<file path="src/rtl/ps2_host_tx.sv">
// PS/2 host-to-device transmitter: clock inhibit, request-to-send, bit shifting
// on device clock falls, ACK check and bounded timeouts.
module ps2_host_tx #(
  parameter int unsigned CLK_HZ           = 50_000_000,
  parameter int unsigned INHIBIT_US       = 120,
  parameter int unsigned START_TIMEOUT_US = 15000,
  parameter int unsigned BIT_TIMEOUT_US   = 2000,
  parameter int unsigned FILTER_LEN       = 8
) (
  input  logic       clock,
  input  logic       rst,
  input  logic       ps2_clk_i,
  input  logic       ps2_data_i,
  output logic       ps2_clk_oe,
  output logic       ps2_data_oe,
  input  logic       tx_valid,
  input  logic [7:0] tx_data,
  output logic       tx_ready,
  output logic       tx_busy,
  output logic       tx_done,
  output logic [1:0] tx_status
);

  localparam longint unsigned INHIBIT_CYC =
    (64'(CLK_HZ) * INHIBIT_US + 64'd999_999) / 64'd1_000_000;
  localparam longint unsigned START_CYC = 64'(CLK_HZ) * START_TIMEOUT_US / 64'd1_000_000;
  localparam longint unsigned BIT_CYC   = 64'(CLK_HZ) * BIT_TIMEOUT_US / 64'd1_000_000;

  localparam int unsigned TW = $clog2(START_CYC) + 1;
  localparam int unsigned FW = $clog2(FILTER_LEN + 1);

  localparam logic [TW-1:0] INH_LOAD   = TW'(INHIBIT_CYC - 1);
  localparam logic [TW-1:0] START_LOAD = TW'(START_CYC - 1);
  localparam logic [TW-1:0] BIT_LOAD   = TW'(BIT_CYC - 1);
  localparam logic [FW-1:0] FILT_MAX   = FW'(FILTER_LEN - 1);

  localparam logic [2:0] S_IDLE      = 3'd0;
  localparam logic [2:0] S_INHIBIT   = 3'd1;
  localparam logic [2:0] S_RTS       = 3'd2;
  localparam logic [2:0] S_SHIFT     = 3'd3;
  localparam logic [2:0] S_ACK       = 3'd4;
  localparam logic [2:0] S_WAIT_IDLE = 3'd5;

  localparam logic [1:0] ST_OK      = 2'b00;
  localparam logic [1:0] ST_TIMEOUT = 2'b10;

  // Bit 1 = PS/2 clock, bit 0 = PS/2 data.
  logic [1:0]         sync1_q, sync1_d;
  logic [1:0]         sync2_q, sync2_d;
  logic [1:0]         filt_q, filt_d;
  logic [1:0][FW-1:0] fcnt_q, fcnt_d;

  logic [2:0]    state_q, state_d;
  logic [TW-1:0] timer_q, timer_d;
  logic [9:0]    shift_q, shift_d;
  logic [3:0]    bitcnt_q, bitcnt_d;
  logic          clk_oe_q, clk_oe_d;
  logic          data_oe_q, data_oe_d;
  logic          done_q, done_d;
  logic [1:0]    status_q, status_d;
  logic          nack_q, nack_d;

  logic fall;
  logic timer_zero;

  always_comb begin
    sync1_d = {ps2_clk_i, ps2_data_i};
    sync2_d = sync1_q;
    filt_d  = filt_q;
    fcnt_d  = '0;
    for (int unsigned i = 0; i < 2; i++) begin
      if (sync2_q[i] != filt_q[i]) begin
        if (fcnt_q[i] == FILT_MAX) filt_d[i] = sync2_q[i];
        else                       fcnt_d[i] = fcnt_q[i] + FW'(1);
      end
    end
  end

  assign fall       = filt_q[1] & ~filt_d[1];
  assign timer_zero = (timer_q == '0);

  always_comb begin
    state_d   = state_q;
    timer_d   = timer_q;
    shift_d   = shift_q;
    bitcnt_d  = bitcnt_q;
    clk_oe_d  = clk_oe_q;
    data_oe_d = data_oe_q;
    done_d    = 1'b0;
    status_d  = status_q;
    nack_d    = nack_q;

    case (state_q)
      S_IDLE: begin
        if (tx_valid) begin
          shift_d   = {1'b1, ~^tx_data, tx_data};
          timer_d   = INH_LOAD;
          clk_oe_d  = 1'b1;
          data_oe_d = (INH_LOAD == '0);
          nack_d    = 1'b0;
          state_d   = S_INHIBIT;
        end
      end
      S_INHIBIT: begin
        // Start bit is raised one cycle early so it overlaps the last inhibit cycle.
        if (timer_zero) begin
          clk_oe_d = 1'b0;
          state_d  = S_RTS;
        end else begin
          timer_d = timer_q - TW'(1);
          if (timer_q == TW'(1)) data_oe_d = 1'b1;
        end
      end
      S_RTS: begin
        timer_d  = START_LOAD;
        bitcnt_d = '0;
        state_d  = S_SHIFT;
      end
      S_SHIFT, S_ACK, S_WAIT_IDLE: begin
        if (timer_zero) begin
          clk_oe_d  = 1'b0;
          data_oe_d = 1'b0;
          done_d    = 1'b1;
          status_d  = ST_TIMEOUT;
          state_d   = S_IDLE;
        end else begin
          timer_d = timer_q - TW'(1);
          if (state_q == S_SHIFT && fall) begin
            data_oe_d = ~shift_q[0];
            shift_d   = {1'b0, shift_q[9:1]};
            bitcnt_d  = bitcnt_q + 4'd1;
            timer_d   = BIT_LOAD;
            if (bitcnt_q == 4'd9) state_d = S_ACK;
          end else if (state_q == S_ACK && fall) begin
            nack_d  = filt_q[0];
            timer_d = BIT_LOAD;
            state_d = S_WAIT_IDLE;
          end else if (state_q == S_WAIT_IDLE && filt_q[1] && filt_q[0]) begin
            done_d   = 1'b1;
            status_d = nack_q ? 2'b01 : ST_OK;
            state_d  = S_IDLE;
          end
        end
      end
      default: begin
        clk_oe_d  = 1'b0;
        data_oe_d = 1'b0;
        state_d   = S_IDLE;
      end
    endcase
  end

  always_ff @(posedge clock) begin
    if (rst) begin
      sync1_q   <= '1;
      sync2_q   <= '1;
      filt_q    <= '1;
      fcnt_q    <= '0;
      state_q   <= S_IDLE;
      timer_q   <= '0;
      shift_q   <= '0;
      bitcnt_q  <= '0;
      clk_oe_q  <= 1'b0;
      data_oe_q <= 1'b0;
      done_q    <= 1'b0;
      status_q  <= ST_OK;
      nack_q    <= 1'b0;
    end else begin
      sync1_q   <= sync1_d;
      sync2_q   <= sync2_d;
      filt_q    <= filt_d;
      fcnt_q    <= fcnt_d;
      state_q   <= state_d;
      timer_q   <= timer_d;
      shift_q   <= shift_d;
      bitcnt_q  <= bitcnt_d;
      clk_oe_q  <= clk_oe_d;
      data_oe_q <= data_oe_d;
      done_q    <= done_d;
      status_q  <= status_d;
      nack_q    <= nack_d;
    end
  end

  assign ps2_clk_oe  = clk_oe_q;
  assign ps2_data_oe = data_oe_q;
  assign tx_ready    = (state_q == S_IDLE);
  assign tx_busy     = ~tx_ready;
  assign tx_done     = done_q;
  assign tx_status   = status_q;

endmodule

</file>
<file path="config.mk">
export PLATFORM = sky130hd
export DESIGN_NAME = ps2_host_tx
export DESIGN_NICKNAME = d
export VERILOG_FILES = /design/src/rtl/ps2_host_tx.sv
export SDC_FILE = /design/constraint.sdc
export NUM_CORES = 1
export LEC_CHECK = 0
export CORE_UTILIZATION = 45
export CTS_BUF_LIST = sky130_fd_sc_hd__clkbuf_4
export DETAILED_ROUTE_END_ITERATION = 6
export GPL_ROUTABILITY_DRIVEN = 0
export HOLD_SLACK_MARGIN = 0.12
export PLACE_DENSITY = 0.69
export SYNTH_ARGS = -nofsm -noshare
export SYNTH_HDL_FRONTEND = slang
export SYNTH_SLANG_ARGS = --single-unit
</file>
<file path="constraint.sdc">
create_clock -name clock -period 3 [get_ports clock]
set_clock_uncertainty 0.05 [all_clocks]
set_input_delay 0.75 -clock clock [delete_from_list [all_inputs] [get_ports clock]]
set_output_delay 0.75 -clock clock [all_outputs]
set_load 0.05 [all_outputs]
</file>
-- After elaboration in Yosys (flattened, before gate mapping)
Index checks and enable logic that the tools add are counted.
- bits in registers: 58
- input bits: 13
- output and inout bits: 7
- word-level logic and storage cells: 122
- add/subtract/negate cells: 4
- eq/ne operators: 25
- mux-type cells: 45
- bitwise gates (word level): 8
- reductions and logical operators: 25
- operators with widths (kind ; count):
    $mux W21 ; 5
    $pmux W21 S4 ; 1
    $mux W10 ; 3
    $eq A21 B1 Y1 const B ; 1
    $logic_not A21 Y1 ; 1
    $mux W3 ; 7
    $sub A21 B1 Y21 const B ; 1
    $ne A2 B2 Y1 const B ; 10
    $pmux W10 S2 ; 1
    $mux W1 ; 17
    $reduce_and A4 Y1 ; 4
    $add A4 B1 Y4 const B ; 3
    $pmux W3 S4 ; 1
    $reduce_and A5 Y1 ; 2
    $reduce_or A3 Y1 ; 3
    $eq A4 B3 Y1 const B ; 2
    $mux W2 ; 4
    $mux W4 ; 2
    $pmux W4 S2 ; 1
    $reduce_xnor A8 Y1 ; 1
    $not A1 Y1 ; 7
    $eq A3 B2 Y1 const B ; 2
    $eq A3 B3 Y1 const B ; 2
    $reduce_and A3 Y1 ; 2
    other kinds (18) ; 24

-- Depth between registers and ports, before layout
- depth after elaboration: 10
- gate-level depth with buffers: 9
- depth with buffers taken out: 8

-- Worst setup path before layout
No wires, ideal clock.
- path type: reg-to-reg
- start point: reg timer_q[0]
- end point: reg timer_q[16]
- library setup time: 76 ps
- data arrival time: 2218 ps
- data required time: 2874 ps
- path slack: 657 ps
- cell stages (with the launch flop): 10
- buffers on the path: 1
- period minus slack after synthesis: 2343 ps
- cell sequence: dfxtp_1 -> inv_1 -> ha_1 -> or4b_1 -> buf_2 -> or3_4 -> or3_1 -> a31oi_1 -> a21boi_1 -> o22ai_1
- word-level cells in the longest chain between the ends: 5
- elaborated cells on any way between the ends: 10
- classes of those cells: 1 x add/sub; 2 x eq/ne; 5 x mux; 2 x reduce/logical
- RTL lines (element ; line ; RTL):
    start, declared ; 54 ; logic [TW-1:0] timer_q, timer_d;
    start signal, assigned ; 174 ; timer_q <= timer_d;
    $sub A21 B1 Y21 ; 110, 127 ;
    $mux W21 ; 134 ; end else if (state_q == S_ACK && fall) begin
    $mux W21 ; 128 ; if (state_q == S_SHIFT && fall) begin
    $mux W21 ; 120 ; if (timer_zero) begin
    $pmux W21 S4 ; 93 ; case (state_q)
Several ways; a longest one is shown, not always the timed one. The select of a mux whose other input is x is not followed.
A chain may end at the register's enable or synchronous reset.

-- Worst setup path in the final report
Ends and elaborated chain as after synthesis.

==> flow_summary.yaml <==
global_route:
  grt_max_degree: 26
  grt_usage_pct: 23.54
  grt_first_pass_wirelength_um: 14000
  antenna_found_initial: 0
  grt_pass1_vias: 2990
  grt.overflow.total: 0
cts:
  cts_root_buf: "clkbuf_4"
  cts_tree: "done"
  cts_hold_buffers: 0
  post_cts_buffers: 0
  htreeDepth: 3
  clockBufferDepth: 2
  cts_resized: 0
  cts_buffers: 9
  clock_sinks: 58
  clk_pin_slew_ns: 0.11
  clk_latency_ns: 0.41
layout:
  drive_gt1_share_pct: 11.19
  antenna_cells: 0
  num-fill-cells: 675
  areaGrowthSynthToFinish_pct: 13.02
  design_area_um2: 3746
  nets: 462
timing:
  min_period_over_period_pct: 86.03
  tns_ns: 0
  tightest_slew_ns: 1.000
  fin_ws_ns: 0.4192
  setup_viol: 0
  hold_violations: 0
  fmax_mhz: 387.5
  max_slew_margin_pct: 32.62
  rsz0062_at_grt: "false"
  period_needed_ns: 2.581
  drv_slew: 0
setup_path:
  critPathKind: "reg -> reg"
  ff2ff_path_depth: 8
  cp-endpoint: "timer_q[16]"
  critPathArrivalTime_ns: 2.87
  crit_required_ns: 3.29
  cp-startpoint: "timer_q[0]"
  worstPathCellList: "inv_1, ha_1, or4b_1, or3_4, or3_1, a31oi_1, a21boi_1, o22ai_1"
  crit_slowest_cell: "or4b_1"
  endpoint_kind: "flip-flop"
  startpoint_type: "flip-flop"
  worst-r2r-setup-slack_ns: 0.42
  crit_path_max_fanout: 7
  timing.rr.start: "timer_q[0]"
  worst_path_largest_cell_delay_ns: 0.61
  reg2reg_to: "timer_q[16]"
logic_synthesis:
  synthCells: 423
  avgSynthCellArea_um2: 7.836
  yosysWarningCount: 0
  synth-edff-count: 0
  synthTopCellsByArea: "dfxtp_1 35%, nor2_1 6.6%, a21oi_1 4.5%, nand2_1 4.4%, xnor2_1 3.7%"
  ys_async_sr_fraction_pct: 0
  ys_ff_latch: 58
  synth.yosys.seq_area_share_pct: 35.03
  synth_ff_type: "dfxtp_1"
  synth_area_um2: 3314
  yosys.cell_types.count: 63
  synth.largest_area_cell: "dfxtp_1"
  synth_top_area_share_pct: 35.03
  syn_nets: 443
placed_design:
  place_hpwl_um: 5967
  postPlaceCellArea_um2: 3608
  pre_cts_ws_ns: 0.3359
  port_buffers: 19
die:
  dieWidth_um: 87.82
  core_area_um2: 6944
  die_h_um: 87.82
  rows: 30
  ios: 20
  dieArea_um2: 7712
  initial_core_util_pct: 47.73
route:
  drc: 0
  vias_per_cell: 5.877
  drt.antenna.violating_nets: 0
  vias: 3191
  initialDrtViolationCount: 183
  wire_per_inst_um: 15.42
  drtPass1Iterations: 5
  routed_wl_um: 8373
power_and_ir_drop:
  p_leak_uw: 0.001420
  fin_total_pwr_uw: 2264
  power.density_nw_per_um2: 604.3
  vdd_drop_max_uv: 235.2
worst_hold_path:
  min_path_type: "reg -> reg"
  hp-start: "sync1_q[0]"
flow_run:
  cap_violations: 0
outcome:
  status: "finished, final reports clean"
[per-layer routing]
metal	GRT usage [%]	routed length, um	up-vias
met5	0	0	-
met4	8.793	160	0
met3	4.713	548	16
met2	38.20	3803	121
met1	30.92	3860	1474
li1	-	-	1580
[cell usage after synthesis (all sizes together), types with 3 or more instances]
cell type   n
o21ai      13
xor2        6
and3        3
and2        3
nor3       23
dfxtp      58
nand3      21
mux2i       4
nand3b      3
o22ai       5
ha          7
a311oi     11
nand2      39
clkbuf     17
a31oi       8
a211oi      7
inv        11
nor4        6
xnor2      14
a21oi      30
or3         8
nor2b       5
o32ai       3
buf         8
nor2       58
nand2b      5
nand4       4
or2         8
[cells in the final DEF, fill, tap and decap left out, drive strengths merged, types with 4 or more instances in the layout]
master / n
a211oi: 7
a21oi: 30
a311oi: 11
a31oi: 8
buf: 17
clkbuf: 9
clkdlybuf4s50: 16
dfxtp: 58
ha: 7
inv: 11
mux2i: 4
nand2: 39
nand2b: 5
nand3: 21
nand4: 4
nor2: 58
nor2b: 5
nor3: 23
nor4: 6
o21ai: 13
o22ai: 5
or2: 8
or3: 8
xnor2: 14
xor2: 6
[report_power, final]
| part | switching [uW] | internal (uW) | total (uW) |
|---|---|---|---|
| Clock | 313 | 250 | 563 |
| Combinational | 463 | 298 | 761 |
| Sequential | 95.2 | 845 | 940 |
| Total | 871 | 1390 | 2260 |
[metrics by stage]
step | instances | util, % | hold WS [ns]
after global routing | 543 | 53.95 | 0.3848
final | 543 | 53.95 | 0.3673
after detailed placement | 527 | 51.96 | 0.3423
after CTS | 543 | 53.95 | 0.3703
after global placement | 527 | 51.96 | 0.3408
after floorplan | 423 | - | 0.3395
[critical path, delay by kind of cell, from the launching register on]
kind | cells | cell delay (ns)
compound gates | 3 | 0.42
fa+ha+maj | 1 | 0.21
buf+inv | 1 | 0.09
flops | 1 | 0.37
simple gates | 3 | 1.38
[final cells by class]
class	instances	area, um^2	area share, %
multi-input combinational	329	2001	53.41
sequential	58	1161	31.00
timing repair buffer	33	285.3	7.615
tap	96	120.1	3.206
clock inverter	7	70.07	1.870
clock buffer	9	67.56	1.804
inverter	11	41.29	1.102
[state kept, by name, indices dropped and copies added (netlist names)]
register	flops
bitcnt_q	4
fcnt_q	8
filt_q	2
nack_q	1
ps2_clk_oe	1
ps2_data_oe	1
shift_q	10
state_q	3
sync1_q	2
sync2_q	2
timer_q	21
tx_done	1
tx_status	2
[worst min path at each step]
stage	to	cells past startpoint
6_report	sync2_q[0]	1
2_1_floorplan	sync2_q[0]	1
4_1_cts	sync2_q[0]	1
3_3_place_gp	sync2_q[0]	1
3_5_place_dp	sync2_q[1]	1
5_1_grt	sync2_q[0]	1
[cells by family after synthesis]
logic type	after synthesis	synth area share, %
flip-flops	58	35.03
XOR/XNOR	20	5.285
AND/OR/NAND/NOR	194	29.37
buffers and inverters	36	4.605
multiplexers	5	1.548
AO/OA/AOI/OAI	103	21.52
adder cells (fa/ha/maj)	7	2.642
Note: power is estimated with default switching activity, not from simulation.
